File: config.mk
export PLATFORM = sky130hd
export DESIGN_NAME = serial_add_ctrl
export DESIGN_NICKNAME = d
export VERILOG_FILES = /design/src/rtl/serial_add_pkg.sv /design/src/rtl/sumador_comp.sv /design/src/rtl/serial_add_ctrl.sv
export SDC_FILE = /design/constraint.sdc
export NUM_CORES = 1
export LEC_CHECK = 0
export CAP_MARGIN = 0
export CORE_MARGIN = 2
export CORE_UTILIZATION = 46
export DETAILED_ROUTE_END_ITERATION = 10
export GPL_TIMING_DRIVEN = 0
export PLACE_DENSITY = 0.74
export REMOVE_ABC_BUFFERS = 1
export SLEW_MARGIN = 20
export SYNTH_ARGS = -nofsm -noshare
export SYNTH_HDL_FRONTEND = slang
export SYNTH_SLANG_ARGS = --single-unit
File: constraint.sdc
create_clock -name clk -period 1.36 [get_ports clk]
set_input_delay 0.204 -clock clk [delete_from_list [all_inputs] [get_ports clk]]
set_output_delay 0.204 -clock clk [all_outputs]
set_load 0.005 [all_outputs]
File: src/rtl/serial_add_pkg.sv
// rtl/serial_add_pkg.sv - shared types and defaults for the bit-serial adder
package serial_add_pkg;

    typedef enum logic [1:0] {
        IDLE,
        RUN,
        DONE
    } state_t;

    localparam int DEF_WIDTH = 8;

endpackage

File: src/rtl/sumador_comp.sv
// rtl/sumador_comp.sv - single-bit full adder cell
module sumador_comp (
    input  logic a,
    input  logic b,
    input  logic cin,
    output logic sum,
    output logic cout
);

    assign sum  = a ^ b ^ cin;
    assign cout = (a & b) | (a & cin) | (b & cin);

endmodule

File: src/rtl/serial_add_ctrl.sv
// rtl/serial_add_ctrl.sv - bit-serial adder sequencing one full adder over WIDTH bits
module serial_add_ctrl
    import serial_add_pkg::*;
#(
    parameter int WIDTH = DEF_WIDTH
) (
    input  logic             clk,
    input  logic             rst,
    input  logic             in_valid,
    output logic             in_ready,
    input  logic [WIDTH-1:0] a_i,
    input  logic [WIDTH-1:0] b_i,
    input  logic             cin_i,
    output logic             out_valid,
    input  logic             out_ready,
    output logic [WIDTH-1:0] sum_o,
    output logic             cout_o,
    output logic             ovf_o
);

    localparam int CNT_W = (WIDTH > 1) ? $clog2(WIDTH) : 1;
    localparam logic [CNT_W-1:0] CNT_LAST = CNT_W'(WIDTH - 1);

    state_t             state;
    logic [WIDTH-1:0]   a_sh;
    logic [WIDTH-1:0]   b_sh;
    logic [WIDTH-1:0]   sum_sh;
    logic [WIDTH-1:0]   sum_nxt;
    logic               carry;
    logic [CNT_W-1:0]   cnt;
    logic               fa_sum;
    logic               fa_cout;

    sumador_comp u_fa (
        .a    (a_sh[0]),
        .b    (b_sh[0]),
        .cin  (carry),
        .sum  (fa_sum),
        .cout (fa_cout)
    );

    // New sum bit enters at the MSB so the LSB computed first ends up at bit 0.
    assign sum_nxt = (sum_sh >> 1) | (WIDTH'(fa_sum) << (WIDTH - 1));

    always_ff @(posedge clk) begin
        if (rst) begin
            state     <= IDLE;
            in_ready  <= 1'b1;
            out_valid <= 1'b0;
            sum_o     <= '0;
            cout_o    <= 1'b0;
            ovf_o     <= 1'b0;
            a_sh      <= '0;
            b_sh      <= '0;
            sum_sh    <= '0;
            carry     <= 1'b0;
            cnt       <= '0;
        end else begin
            case (state)
                IDLE: begin
                    if (in_valid) begin
                        a_sh     <= a_i;
                        b_sh     <= b_i;
                        carry    <= cin_i;
                        cnt      <= '0;
                        in_ready <= 1'b0;
                        state    <= RUN;
                    end
                end
                RUN: begin
                    a_sh   <= a_sh >> 1;
                    b_sh   <= b_sh >> 1;
                    sum_sh <= sum_nxt;
                    carry  <= fa_cout;
                    if (cnt == CNT_LAST) begin
                        // On the last bit, carry still holds the carry into the MSB.
                        state     <= DONE;
                        out_valid <= 1'b1;
                        sum_o     <= sum_nxt;
                        cout_o    <= fa_cout;
                        ovf_o     <= carry ^ fa_cout;
                    end else begin
                        cnt <= cnt + CNT_W'(1);
                    end
                end
                DONE: begin
                    if (out_ready) begin
                        out_valid <= 1'b0;
                        in_ready  <= 1'b1;
                        state     <= IDLE;
                    end
                end
                default: state <= IDLE;
            endcase
        end
    end

endmodule

* Yosys cells after proc, flatten, opt, wreduce, memory -nomap -nowiden
Index checks and enable logic that the tools add are counted.
** Word-level totals
- Flip-flop bits (word level) :: 42
- Output and inout bits :: 12
- Word-level logic and storage cells :: 57
** Cells by class
- Add/sub/neg operators :: 1
- Equal/unequal tests :: 7
- Muxes and demuxes :: 19
- Bitwise gates (word level) :: 9
- Reduce and logical (&&, ||, !) cells :: 10
** Operators with widths (number)
- one-hot mux 8 bit (2 select lines) :: 2
- 2-to-1 mux 8 bit :: 2
- AND reduction 3 bit :: 4
- != test 2 bit, second input constant :: 4
- bitwise OR 7 x 8 -> 8 bit :: 1
- 2-to-1 mux 2 bit :: 3
- 2-to-1 mux 3 bit :: 2
- one-hot mux 1 bit (2 select lines) :: 3
- one-hot mux 2 bit (3 select lines) :: 1
- one-hot mux 3 bit (2 select lines) :: 1
- nonzero test 2 bit :: 3
- 2-to-1 mux 1 bit :: 5
- AND reduction 2 bit :: 2
- adder 3 x 1 -> 3 bit, second input constant :: 1
- AND 1 bit :: 3
- == test 3 bit, second input constant :: 1
- XOR 1 bit :: 3
- == test 2 x 1 -> 1 bit, second input constant :: 1
- == test 2 bit, second input constant :: 1
- logical NOT 2 bit :: 1
- bitwise OR 1 bit :: 2

* Depth between registers and ports, before layout
- Depth in word-level cells :: 4
- Mapped depth :: 6

* Cells and area by module
A second synthesis with hierarchy kept.
** Second synthesis, totals
- Cells, all modules :: 205
- Area total of the unflattened synthesis :: 1702.9 um^2
** Modules (own cells, without submodules)
- serial_add_ctrl :: times used 1, cells each 204, area each 1682.9 um^2, sequential area each 820.8 um^2
- sumador_comp :: times used 1, cells each 1, area each 20.0 um^2, sequential area each 0.0 um^2

* Worst setup path before layout
Ideal clock, no wire load.
- Path type :: register to register
- From :: register cnt[0]
- To :: register cnt[1]
- Library setup time :: 0.132 ns
- Arrival time :: 1.253 ns
- Data required time :: 1.228 ns
- Setup slack :: -0.025 ns
- Cell stages (with the launch flop) :: 6
- Buffers on the path :: 0
- Period minus slack after synthesis :: 1.385 ns
- Cells stage by stage :: dfxtp_1 ha_1 ha_1 or3b_1 nand3_1 a21oi_1
** On the way
- Longest elaborated chain between the ends :: 3
- Elaborated cells on any way between the ends :: 6
- Those cells by class :: 1 x add/sub; 2 x eq/ne; 2 x mux; 1 x reduce/logical
** Ends and longest elaborated chain
- start, declared :: RTL line serial_add_ctrl.sv:30 : logic [CNT_W-1:0] cnt;
- start signal, assigned :: RTL line serial_add_ctrl.sv:83 : cnt <= cnt + CNT_W'(1);
- adder 3 x 1 -> 3 bit / == test 3 bit (equally long branches) :: RTL line serial_add_ctrl.sv:83, serial_add_ctrl.sv:75
- 2-to-1 mux 3 bit / != test 2 bit (equally long branches)
- one-hot mux 3 bit (2 select lines) / AND reduction 3 bit (equally long branches)
Several ways; a longest one is shown, not always the timed one. The select of a mux whose other input is x is not followed.
A chain may end at the register's enable or synchronous reset.

* Final worst setup path
- From :: register cnt[0]
- To :: register cnt[0]
Same word-level chain as after synthesis.

==> impl_metrics.ini <==
[global_routing]
track_usage = 0.176
grt_pass1_wl_mm = 5.86
gr-total-overflow = 0
grt_pass1_vias = 1336
antenna_found_initial = 0
grt_max_degree = 26

[sta]
worst_pin_slew_ps = 380
period_needed_ps = 1350
fmax_mhz = 738
maxSlewViolCount = 0
setup_tns_ps = 0
setup_viol = 0
fin_worst_skew_ps = 7.05
hold_viol_final = 0
rsz0062_at_grt = yes
slew_headroom = 0.747
timing.final.crit_share = 0.996

[clocking]
cts_buffers = 5
cts_tree = yes
cts.path.max_buffers = 2
h-tree-depth = 2
cts_sinks = 41
clk_latency_ps = 300
clock-root-buffer = clkbuf_8
path_clk_slew_ps = 80

[logic_synthesis]
syn_inst = 207
synth-edff-count = 0
synthArstFlopShare = 0
synthesis.area_um2 = 1810
yosys_most_used_dff = dfxtp_1
postSynthAreaPerCell_um2 = 8.75
ys.warnings.count = 0
ys_ff_latch = 41
synthDistinctLibCells = 30
seq_area_frac_synth = 0.453

[layout]
drive_above_1_share = 0.236
diodes = 0
finish.utilization = 0.637
areaGrowthSynthToFinish_pct = 30.7
final_nets = 265
fillers = 309

[critical_path]
worstPathCellList = ha_4 > ha_4 > or3b_4 > nand3_1 > a21oi_1
path_max_fanout = 6
end_kind = flip-flop
crit_family = simple AND/OR/NAND/NOR gates
crit_type = reg -> reg
cp.arrival_ps = 1540
slowest_stage = or3b_4
cp.buffers_inverters = 0
crit_required_ps = 1550
critPathMaxStageDelay_ps = 400
r2r_slack_ps = 6
crit_top_cell = ha_4
start_kind = flip-flop

[routing]
top_layer = met4
avgRoutedWirePerCell_um = 12.9
wl_met2_mm = 1.80
antenna_left = 0
via_per_inst = 5.26
vias = 1524
met3WireLength_um = 153
met1_length_mm = 1.72
routed_wl_mm = 3.74
drc_errors = 0
dr.pass1.iters = 4
drtIter0Drc = 61

[power]
powerDensity_nw_per_um2 = 1040
fin_total_pwr_w = 0.00247
p_leak_nw = 1.01
irDropWorstVdd_uv = 484

[placed_design]
port_buffers = 32
gp_congestion = 0.692
place.detailed.hpwl_mm = 2.20

[die]
fp.coreArea_um2 = 3720
io_pins = 33
fp.dieW_um = 66.8
dieArea_um2 = 4460
std_cell_rows = 22
dieHeight_um = 66.8
initial_utilization = 0.488

[job]
maxCapViolations = 0

[outcome]
outcome = completed

[worst_hold_path]
hold_class = in -> reg
-- cells by family after synthesis --
logic type / share of synthesized area
flip-flops: 0.453
AO/OA/AOI/OAI: 0.251
buffers and inverters: 0.0628
adder cells (fa/ha/maj): 0.0249
XOR/XNOR: 0.00484
AND/OR/NAND/NOR: 0.204
-- per-stage QoR --
step	area, µm²	hold WS (ps)	cells	setup slack [ps]
2_1_floorplan	1710	269	192	-190
3_3_place_gp	2090	442	272	-801
3_5_place_dp	2110	447	273	-463
4_1_cts	2260	300	283	3.51
5_1_grt	2370	323	290	-48.9
6_report	2370	311	290	5.54
-- registers in the layout, indices dropped and copies added (netlist names), 2 cells and up --
name and count:
cnt 3, sum_o 8, b_sh 8, sum_sh 7
a_sh 8, state 2
-- power by group --
group,internal (W),total (W),switching (W),leakage [nW]
Combinational,0.000183,0.000374,0.000191,0.630
Sequential,0.00126,0.00131,0.0000526,0.339
Clock,0.000354,0.000782,0.000428,0.0439
-- layout make-up --
| type | count | area [µm²] | area share |
|---|---|---|---|
| tap | 48 | 60.1 | 0.0254 |
| inverter | 2 | 7.51 | 0.00317 |
| timing repair buffer | 39 | 413 | 0.174 |
| sequential | 41 | 837 | 0.353 |
| clock buffer | 5 | 68.8 | 0.0291 |
| multi-input combinational | 152 | 965 | 0.407 |
| clock inverter | 3 | 17.5 | 0.00740 |
-- cells in the mapped netlist, types with 2 or more instances --
| cell type | n | area share |
|---|---|---|
| nand2_1 | 52 | 0.11 |
| dfxtp_1 | 41 | 0.45 |
| a21oi_1 | 30 | 0.083 |
| nor2_1 | 18 | 0.037 |
| a211oi_2 | 10 | 0.069 |
| a21oi_2 | 8 | 0.039 |
| a211oi_1 | 5 | 0.021 |
| buf_2 | 4 | 0.011 |
| buf_4 | 4 | 0.017 |
| buf_6 | 4 | 0.025 |
| nand3_1 | 4 | 0.011 |
| clkbuf_1 | 3 | 0.0062 |
| nand2b_1 | 3 | 0.010 |
| a22oi_1 | 2 | 0.0083 |
| ha_1 | 2 | 0.014 |
| inv_1 | 2 | 0.0041 |
| or3b_1 | 2 | 0.0097 |
-- layout by cell type (no fill, tap or decap), types with 2 or more instances in the layout --
master / instances
inv_1: 2
nor2_1: 18
a211oi_1: 5
nand2b_1: 2
buf_4: 6
clkdlybuf4s50_1: 21
nand2_1: 52
clkbuf_8: 5
clkinv_2: 2
dfxtp_4: 2
nand3_2: 2
a21oi_1: 30
a211oi_2: 10
dfxtp_2: 7
dfxtp_1: 32
a22oi_1: 2
a21oi_2: 8
dlymetal6s2s_1: 10
nand3_1: 2
ha_4: 2
-- layer usage --
layer	vias up	global-route usage
li1	775	-
met1	710	0.225
met2	34	0.275
met3	5	0.0557
met4	0	0.0689
met5	-	0
-- path summary, 6_finish.rpt --
path         startpoint   endpoint  cells after the start
min reg2reg   sum_sh[1]   sum_o[0]                      2
max reg2reg      cnt[0]     cnt[0]                      5
max              cnt[0]     cnt[0]                      5
min                 rst  out_valid                      2
-- what timing repair did --
action,CTS,global route
pin swaps,1,4
setup buffers,1,5
hold buffers,0,0
resized for setup,18,19
endpoints found under the setup margin,38,36
cloned,1,2
Power figures use the tool's default switching activity.
